--- src/rtl/pad_share_arbiter.sv ---
// Round-robin ownership of a shared bidirectional pad group with an all-tristate turnaround
// between owners. Define PAD_SHARE_PREEMPT_EN to force rotation after HOLD_MAX owned cycles.
module pad_share_arbiter #(
  parameter int NUM_REQ     = 4,
  parameter int PAD_W       = 8,
  parameter int TURN_CYC    = 2,
  parameter int HOLD_MAX    = 16,
  parameter int SYNC_STAGES = 2
) (
  input  logic                       clk_i,
  input  logic                       rst_i,
  input  logic [NUM_REQ-1:0]         req_i,
  output logic [NUM_REQ-1:0]         gnt_o,
  input  logic [NUM_REQ*PAD_W-1:0]   oe_i,
  input  logic [NUM_REQ*PAD_W-1:0]   out_i,
  output logic [PAD_W-1:0]           in_o,
  output logic [PAD_W-1:0]           pad_oen_o,
  output logic [PAD_W-1:0]           pad_out_o,
  input  logic [PAD_W-1:0]           pad_in_i,
  output logic [$clog2(NUM_REQ)-1:0] owner_o,
  output logic                       busy_o
);
  localparam int OW = $clog2(NUM_REQ);

  typedef enum logic [1:0] {S_IDLE, S_TURN, S_OWN} state_e;

  state_e             state_q, state_d;
  logic [OW-1:0]      owner_q, owner_d;
  logic [OW-1:0]      rr_q, rr_d;
  logic [3:0]         turn_q, turn_d;
  logic [NUM_REQ-1:0] gnt_q, gnt_d;
  logic [PAD_W-1:0]   oen_q, oen_d;
  logic [PAD_W-1:0]   pout_q, pout_d;
  logic [PAD_W-1:0]   sync_q [SYNC_STAGES];
  logic [NUM_REQ-1:0] own_oh;
  logic [NUM_REQ-1:0] others;
  logic               leave;

`ifdef PAD_SHARE_PREEMPT_EN
  localparam int HW = $clog2(HOLD_MAX + 1);
  logic [HW-1:0] hold_q, hold_d;
`endif

  // First asserted request strictly after base, wrapping modulo NUM_REQ.
  function automatic logic [OW-1:0] rr_pick(input logic [NUM_REQ-1:0] req,
                                            input logic [OW-1:0] base);
    logic [OW-1:0] pick;
    logic          found;
    pick  = base;
    found = 1'b0;
    for (int i = 1; i <= NUM_REQ; i++) begin
      int idx;
      idx = (int'(base) + i) % NUM_REQ;
      if (!found && req[idx]) begin
        pick  = OW'(idx);
        found = 1'b1;
      end
    end
    return pick;
  endfunction

  always_comb begin
    // NOTE: every combinational output gets a default first so no path can infer a latch.
    state_d = state_q;
    owner_d = owner_q;
    rr_d    = rr_q;
    turn_d  = turn_q;
    own_oh  = NUM_REQ'(1) << owner_q;
    others  = req_i & ~own_oh;
    leave   = !req_i[owner_q];
`ifdef PAD_SHARE_PREEMPT_EN
    if (hold_q >= HW'(HOLD_MAX) && |others) leave = 1'b1;
`endif

    unique case (state_q)
      S_IDLE: begin
        if (|req_i) begin
          owner_d = rr_pick(req_i, rr_q);
          state_d = (TURN_CYC == 0) ? S_OWN : S_TURN;
          turn_d  = 4'(TURN_CYC);
        end
      end
      S_TURN: begin
        if (turn_q <= 4'd1) begin
          state_d = req_i[owner_q] ? S_OWN : S_IDLE;
          turn_d  = '0;
        end else begin
          turn_d = turn_q - 4'd1;
        end
      end
      S_OWN: begin
        // Handover always goes through TURN so the pads see a tristate gap.
        if (leave) begin
          if (|others) begin
            owner_d = rr_pick(others, rr_q);
            state_d = S_TURN;
            turn_d  = 4'(TURN_CYC);
          end else begin
            state_d = S_IDLE;
          end
        end
      end
      default: state_d = S_IDLE;
    endcase

    if (state_d == S_OWN && state_q != S_OWN) rr_d = owner_d;

    gnt_d  = '0;
    oen_d  = '1;
    pout_d = '0;
    if (state_d == S_OWN) begin
      gnt_d  = NUM_REQ'(1) << owner_d;
      oen_d  = ~oe_i[int'(owner_d)*PAD_W +: PAD_W];
      pout_d = out_i[int'(owner_d)*PAD_W +: PAD_W];
    end

`ifdef PAD_SHARE_PREEMPT_EN
    hold_d = '0;
    if (state_d == S_OWN) begin
      if (state_q != S_OWN)              hold_d = HW'(1);
      else if (hold_q >= HW'(HOLD_MAX))  hold_d = hold_q;
      else                               hold_d = hold_q + HW'(1);
    end
`endif
  end

  always_ff @(posedge clk_i) begin
    // NOTE: sequential state uses non-blocking assignments so all flops update together.
    if (rst_i) begin
      state_q <= S_IDLE;
      owner_q <= '0;
      rr_q    <= OW'(NUM_REQ - 1);
      turn_q  <= '0;
      gnt_q   <= '0;
      oen_q   <= '1;
      pout_q  <= '0;
`ifdef PAD_SHARE_PREEMPT_EN
      hold_q  <= '0;
`endif
      for (int s = 0; s < SYNC_STAGES; s++) sync_q[s] <= '0;
    end else begin
      state_q <= state_d;
      owner_q <= owner_d;
      rr_q    <= rr_d;
      turn_q  <= turn_d;
      gnt_q   <= gnt_d;
      oen_q   <= oen_d;
      pout_q  <= pout_d;
`ifdef PAD_SHARE_PREEMPT_EN
      hold_q  <= hold_d;
`endif
      sync_q[0] <= pad_in_i;
      for (int s = 1; s < SYNC_STAGES; s++) sync_q[s] <= sync_q[s-1];
    end
  end

  assign gnt_o     = gnt_q;
  assign pad_oen_o = oen_q;
  assign pad_out_o = pout_q;
  assign owner_o   = owner_q;
  assign busy_o    = (state_q != S_IDLE);
  assign in_o      = sync_q[SYNC_STAGES-1];

endmodule
--- config.mk ---
export PLATFORM = sky130hd
export DESIGN_NAME = pad_share_arbiter
export DESIGN_NICKNAME = d
export VERILOG_FILES = /design/src/rtl/pad_share_arbiter.sv
export SDC_FILE = /design/constraint.sdc
export NUM_CORES = 1
export LEC_CHECK = 0
export ABC_AREA = 1
export BUFFER_PORTS_ARGS = -buffer_cell sky130_fd_sc_hd__buf_2
export CORE_MARGIN = 3
export CORE_UTILIZATION = 49
export CTS_CLUSTER_DIAMETER = 40
export DETAILED_ROUTE_END_ITERATION = 8
export PLACE_DENSITY_LB_ADDON = 0.05
export SLEW_MARGIN = 20
export SYNTH_ARGS = -nofsm -noshare
export SYNTH_HDL_FRONTEND = slang
export SYNTH_SLANG_ARGS = --single-unit
--- constraint.sdc ---
create_clock -name clk_i -period 2.4 [get_ports clk_i]
set_input_delay 0.24 -clock clk_i [delete_from_list [all_inputs] [get_ports clk_i]]
set_output_delay 0.24 -clock clk_i [all_outputs]
set_load 0.01 [all_outputs]
==> summary.txt, run 1 <==
Critical path
  – Crit path max-delay family: simple AND/OR/NAND/NOR gates
  – Worst EP required: 2650 ps
  – Kind of critical path: register to register
  – Startpoint type of the worst setup path: register
  – Register-to-Register Setup Slack: approximately 240 ps
  – CP max-delay cell: dfxtp_1
  – Worst EP arrival: 2410 ps
  – CP Max Fanout: 19
  – Buf/Inv on CP: 2
  – Crit path top cell by count: nand2_1
  – CP max stage delay: about 440 ps
  – CP Capture Type: register
  – CP Cell Sequence: nand2_1, o22ai_1, nor2_1, o21ai_1, inv_1, nand3_1, nand2_1, nand2_8, nand2_8, inv_8, nand2_1, nand2_1, nand2_1, nand2_1

Pwr
  – Sw Ratio: between 40% and 50%
  – Clock power frac: around 14%
  – Net Sw Power: about 0.0017 W
  – Flop pwr share: between 20% and 30%
  – Combinational share of power: about three fifths
  – Worst vdd ir: between 0.8 and 0.9 mV
  – P_leak: between 1.5 and 2 nW
  – Pwr Density: between 1000 and 1500 nW/µm²
  – Pint: around 0.0018 W

Finish
  – Multi-input gate area: around 1400 µm²
  – Final core utilization: 63.46%
  – Layout cell share with drive strength beyond 1: between 20 and 30%
  – Non-Filler Instances: a little over 600
  – Nets: 613
  – Final instance area: around 3300 µm²
  – Area Growth Syn to Fin: 21.83%
  – Number of diodes: 0
  – FF/Latch Area: 922.1 µm²
  – FILL cells: about 520

Logic synthesis
  – Post-Syn Instances: 434
  – Library cells used by synthesis: 34
  – Async SR Flop Fraction: 0%
  – Number of flops mapped to enable cells by yosys: 0
  – Synth Warn #: 0
  – FF+latch count, synth: 46
  – Synth area leaders: dfxtp_1, nand2_1, inv_1
  – Area leader, netlist: dfxtp_1
  – Largest family of logic cells by synthesized area: simple AND/OR/NAND/NOR gates
  – Adder-cell area share of the yosys netlist: less than 1%
  – Complex-gate fraction of the synthesized area: approximately 6%
  – Yosys top cell area share: 33.55%
  – Post-synth top cells: nand2_1, inv_1, dfxtp_1, nor2_1, nand3_1
  – Syn_nets: 514
  – Syn Area/Cell: approximately 6.3 µm²
  – Post-Synth Simple-Gate Area: a little over two fifths
  – Mux cell area share after synthesis: 0%
  – Cell Area, Synth: 2745 µm²
  – Top FF cell, synth: dfxtp_1
  – Sequential area share after synthesis: roughly a third
  – Count leader, synth: nand2_1
  – Synth Area in XOR/XNOR: 0%

Detailed routing
  – Vias post-DR: roughly 2900
  – Wirelength per Cell: around 11 µm
  – Pre-Repair DR Iteration Count: 4
  – Vias per Instance: approximately 4.8
  – DRT iter0 DRCs: 139
  – Final WL: 6524 µm
  – Final ANT Viol Nets: 0
  – DRC: 0

STA
  – Period utilization: roughly 90%
  – Rel. slew slack: around three fifths
  – RSZ-0062 raised after global routing: no
  – Fin crit period: 2155 ps
  – Slew @ Worst Pin: roughly 570 ps
  – Worst hold margin: 137.9 ps
  – Final Hold Violating Endpoints: 0
  – Slew Limit Fails: 0
  – Setup violations, final: 0
  – Fmax: ~0.46 GHz
  – Setup tns final: 0 ps
  – Fin Clk Skew: just over 10 ps

Hold path
  – Min-delay worst type: input port to register

CTS
  – CTS Hold Buffers Added: 0
  – Clk_lat worst skew: 300 ps
  – Clk sinks: between 40 and 50
  – Clock tree from TritonCTS: yes
  – Clock transition at the registers of the reported paths: about 90 ps
  – Root Buffer Master: clkbuf_8
  – Htree depth: 2
  – CTS max path bufs: 2
  – CTS Buf Count: 5

GRT
  – Antenna violations before repair: 0
  – First-pass GRT wire length: about 11000 µm
  – Overflow after GRT: 0
  – Number of global-route vias before repair: ~2500
  – Total track usage: roughly a fifth
  – Largest net degree at the start of global routing: 38

Job
  – MaxCap Viol Count: 0

Status
  – Status: finished, final reports clean

Placement
  – Hpwl dp: between 4000 and 5000 µm
  – RePlAce Congestion: approximately 0.93
  – Area post-placement: between 3000 and 4000 µm²
  – IO buf count: about 110
  – Dpl cells: roughly 600

Floorplanning
  – Core area: 5270 µm²
  – Die area: ~6500 µm²
  – # IOs: about 110
  – Die X: about 81 µm
  – Die Span Y: ~81 µm
  – Row cnt: 26
  – Starting Density: between 50% and 60%
## flip-flops by register name, indices dropped and copies added, names as in the netlist
name and count:
pad_oen_o 8, rr_q 2, state_q 2, owner_o 2, turn_q 4, gnt_o 4, sync_q 16, pad_out_o 8
## routing by layer
layer | global-route usage, % | routed length (µm) | vias to the layer above
li1 | - | - | 1509
met1 | 24.66 | 2739 | 1260
met2 | 35.14 | 3204 | 102
met3 | 5.100 | 512 | 6
met4 | 6.588 | 68 | 0
met5 | 0 | 0 | -
## power by group through the flow
stage | registers [W] | logic, W | clock network [W]
finish | 0.000939 | 0.00203 | 0.000485
global route | 0.000953 | 0.00231 | 0.000531
CTS | 0.000937 | 0.00199 | 0.000502
detailed placement | 0.000953 | 0.00198 | 0
global placement | 0.000952 | 0.00196 | 0
floorplan | 0.000969 | 0.00168 | 0
## final timing paths
kind,from,endpoint,cells after the start
worst max-delay path,owner_o[0],pad_out_o[3],14
worst max register to register,owner_o[0],pad_out_o[3],14
worst min-delay path,pad_in_i[6],sync_q[0][6],3
worst min register to register,sync_q[0][0],sync_q[0][8],2
## logic make-up after synthesis
kind of cell,count (synthesis)
adder cells (fa/ha/maj),2
buffers and inverters,90
flip-flops,46
AO/OA/AOI/OAI,28
AND/OR/NAND/NOR,268
## cell type report
cell class	instances	share of cell area, %
clock buffer	5	2.058
clock inverter	3	0.7108
inverter	70	8.081
multi-input combinational	299	42.01
sequential	46	27.57
tap	70	2.619
timing repair buffer	111	16.95
## stage by stage
step	power [W]	setup slack (ps)
after floorplan	0.002648	502.4
after global placement	0.002912	177.5
after detailed placement	0.002936	159.5
after CTS	0.003431	147.7
after global routing	0.003794	5.380
final	0.003455	245.0
## layout by cell type, fill, tap and decap left out, drive strengths merged
master,count
a22o,1
nor3b,1
clkbuf,5
ha,2
o22ai,2
a211oi,1
o21bai,1
clkinvlp,2
dfxtp,46
nor4,1
nand2,180
nor2,42
a21boi,1
a31oi,2
nand4,1
nor3,1
o21ai,12
nand3b,8
inv,71
a22oi,1
o211ai,3
nand3,35
buf,111
a21oi,4
## what timing repair did
item                       in CTS  in global routing
setup buffers                   0                  0
setup endpoints to repair       0                 16
resized for setup               0                  3
hold endpoints to repair        0                  0
## worst reg2reg max path: cells and delay by family, from the launching register on
kind / cells / cell delay (ps)
and+or+nand+nor: 10 / 990
buffers and inverters: 2 / 250
DFF: 1 / 440
AOI/OAI and AO/OA: 2 / 430
No activity file was read; power rests on OpenSTA's default activity.
==> run 2: changes to the inputs <==
--- a/config.mk
+++ b/config.mk
@@ -5,10 +5,9 @@
 export SDC_FILE = /design/constraint.sdc
 export NUM_CORES = 1
 export LEC_CHECK = 0
-export ABC_AREA = 1
 export BUFFER_PORTS_ARGS = -buffer_cell sky130_fd_sc_hd__buf_2
 export CORE_MARGIN = 3
-export CORE_UTILIZATION = 49
+export CORE_UTILIZATION = 46
 export CTS_CLUSTER_DIAMETER = 40
 export DETAILED_ROUTE_END_ITERATION = 8
 export PLACE_DENSITY_LB_ADDON = 0.05
==> run 2 against run 1 <==
Effect of this change:
- sequential share of layout area up 3.8 points
- flip-flop and latch count unchanged
- largest power group is now sequential cells
- critical endpoint is now pad_out_o[1]
- die area decreased by 11%
==> summary.txt, run 2 <==
Status
  – Status: finished, final reports clean

Logic synthesis
  – Count leader, synth: dfxtp_1
  – Cell Area, Synth: between 2000 and 2500 µm²
  – Async SR Flop Fraction: 0%
  – Syn Area/Cell: just under 9 µm²
  – Area leader, netlist: dfxtp_1
  – Synth Warn #: 0
  – Yosys top cell area share: around two fifths
  – FF+latch count, synth: 46
  – Number of flops mapped to enable cells by yosys: 0
  – Synth area leaders: dfxtp_1, a22oi_1, nor2b_1
  – Top FF cell, synth: dfxtp_1
  – Post-synth top cells: dfxtp_1, nor2b_1, a22oi_1, nand2_1, nor2_1
  – Post-Syn Instances: about 260
  – Syn_nets: 341
  – Library cells used by synthesis: between 40 and 50
  – Sequential area share after synthesis: 40.35%

Critical path
  – Worst EP required: between 2000 and 3000 ps
  – Crit path max-delay family: compound AO/OA/AOI/OAI gates
  – Worst EP arrival: about 2400 ps
  – Kind of critical path: register to register
  – Startpoint type of the worst setup path: register
  – CP Cell Sequence: nor2b_1, a221o_1, nand2_1, a211oi_1, o41ai_2, nand2b_1, buf_4, o22ai_1
  – CP max-delay cell: nand2b_1
  – CP Max Fanout: 15
  – CP max stage delay: roughly 410 ps
  – CP Capture Type: register
  – Buf/Inv on CP: 1

Detailed routing
  – Final WL: between 5000 and 6000 µm
  – Wirelength per Cell: about 13 µm
  – Uppermost routed layer: met4
  – Vias per Instance: about 5.2
  – DRC: 0
  – DRT met1 WL: 2470 µm
  – Vias post-DR: 2232
  – WL met3: 454 µm
  – DRT iter0 DRCs: approximately 120
  – Pre-Repair DR Iteration Count: 4
  – Final ANT Viol Nets: 0
  – Met2 Routed Length: about 2700 µm

STA
  – RSZ-0062 raised after global routing: no
  – Fmax: about 0.46 GHz
  – Final Hold Violating Endpoints: 0
  – Fin Clk Skew: ~6.6 ps
  – Setup tns final: 0 ps
  – Setup violations, final: 0
  – Period utilization: between 90% and 100%
  – Worst hold margin: between 100 and 150 ps
  – Slew @ Worst Pin: roughly 450 ps
  – Slew Limit Fails: 0
  – Fin crit period: roughly 2200 ps
  – Rel. slew slack: 69.87%

Finish
  – Most flops, register: sync_q
  – Most frequent cells in the layout: buf_2, dfxtp_1, nor2b_1
  – Number of diodes: 0
  – Nets: approximately 440
  – Final core utilization: 64.50%
  – Area Growth Syn to Fin: 29.00%
  – Max reg flops: 16
  – Layout cell share with drive strength beyond 1: about two fifths
  – Most common cell after layout, fill and taps aside: buf_2

CTS
  – Clk sinks: 46
  – Post-CTS Resized: 0
  – Clock transition at the registers of the reported paths: about 90 ps
  – CTS Buf Count: 5
  – CTS Hold Buffers Added: 0
  – Root Buffer Master: clkbuf_8
  – Clk_lat worst skew: around 300 ps
  – CTS max path bufs: 2
  – Clock tree from TritonCTS: yes
  – Post-CTS Setup Bufs: 0
  – Htree depth: 2

Pwr
  – P_leak: 1.346 nW
  – Pint: 0.001379 W
  – Pwr Density: just over 700 nW/µm²
  – Net Sw Power: ~0.0007 W
  – Sw Ratio: about 34%
  – Combinational share of power: between 30% and 40%
  – Pwr Total: 0.002076 W
  – Clock power frac: between 20 and 25%
  – Worst vdd ir: approximately 0.35 mV
  – Flop pwr share: a little over two fifths

GRT
  – Overflow after GRT: 0
  – First-pass GRT wire length: ~9500 µm
  – Total track usage: a little under 20%
  – Number of global-route vias before repair: approximately 2100
  – Antenna violations before repair: 0
  – Largest net degree at the start of global routing: 28

Floorplanning
  – Die area: roughly 5800 µm²
  – Die Span Y: about 76 µm
  – Die X: roughly 76 µm
  – Starting Density: 50.00%
  – # IOs: 109
  – Core area: roughly 4600 µm²
  – Row cnt: 24

Hold path
  – Min-delay worst type: input port to register

Job
  – MaxCap Viol Count: 0

Placement
  – RePlAce Congestion: ~0.86
  – Hpwl dp: between 4000 and 5000 µm
  – IO buf count: 108
==> run 2: changes by cell type in the layout (fill, tap and decap cells not counted), moves of 8 or more <==
cell,previous run,this run
nand2_1,161,17
a21oi_1,4,12
o22ai_1,2,10
nor2b_1,0,24
inv_2,8,0
inv_1,61,5
nor2_1,38,16
buf_4,2,13
nand3_1,35,3
a22oi_1,1,23
nand2_2,13,1
o21ai_1,8,0
==> run 2: cell type report <==
type,count,area [µm²]
Sequential cell,46,923.4
Fill cell,414,1620
Clock buffer,5,68.82
Inverter,5,18.77
Tap cell,65,81.33
Timing Repair Buffer,122,658.1
Clock inverter,3,25.02
Multi-Input combinational cell,182,1169
==> run 2: final timing paths <==
check,to,slack (ps),from,cells after the start
max,pad_out_o[1],220,owner_o[0],8
min,sync_q[0][1],150,pad_in_i[1],2
max reg2reg,pad_out_o[1],220,owner_o[0],8
min reg2reg,sync_q[0][9],440,sync_q[0][1],1
==> run 2: worst register-to-register path: cells and delay by family (launching register included) <==
kind	cells	cell delay (ps)
compound gates	4	770
buf+inv	1	210
simple gates	3	680
flops	1	400
==> run 2: per-layer routing <==
layer	up-vias	GRT usage, %
met5	-	0
met4	0	5.616
met3	5	5.083
met2	95	32.86
met1	995	24.53
li1	1137	-
==> run 2: kinds of logic (layout without fill, tap and decap cells) <==
group / after synthesis / after routing / share of synthesized area, %
flip-flops: 46 / 46 / 40.35
AO/OA/AOI/OAI: 93 / 93 / 29.44
adder cells (fa/ha/maj): 2 / 2 / 1.096
buffers and inverters: 33 / 135 / 8.717
AND/OR/NAND/NOR: 86 / 86 / 19.90
multiplexers: 1 / 1 / 0.4934
==> run 2: metrics by stage <==
| stage | setup slack (ps) | instance area, µm² | instances |
|---|---|---|---|
| 2_1_floorplan | 376.2 | 2282 | 261 |
| 3_3_place_gp | 100.6 | 2848 | 420 |
| 5_1_grt | 26.49 | 2944 | 428 |
| 4_1_cts | 90.26 | 2942 | 428 |
| 6_report | 223.0 | 2944 | 428 |
| 3_5_place_dp | 59.84 | 2848 | 420 |
==> run 2: power groups by stage <==
stage | registers (W) | clock network (W) | logic (W)
floorplan | 0.000887 | 0 | 0.000497
global placement | 0.000899 | 0 | 0.000708
detailed placement | 0.000902 | 0 | 0.000714
CTS | 0.000883 | 0.000489 | 0.000717
global route | 0.000896 | 0.000528 | 0.000796
finish | 0.000884 | 0.000477 | 0.000715
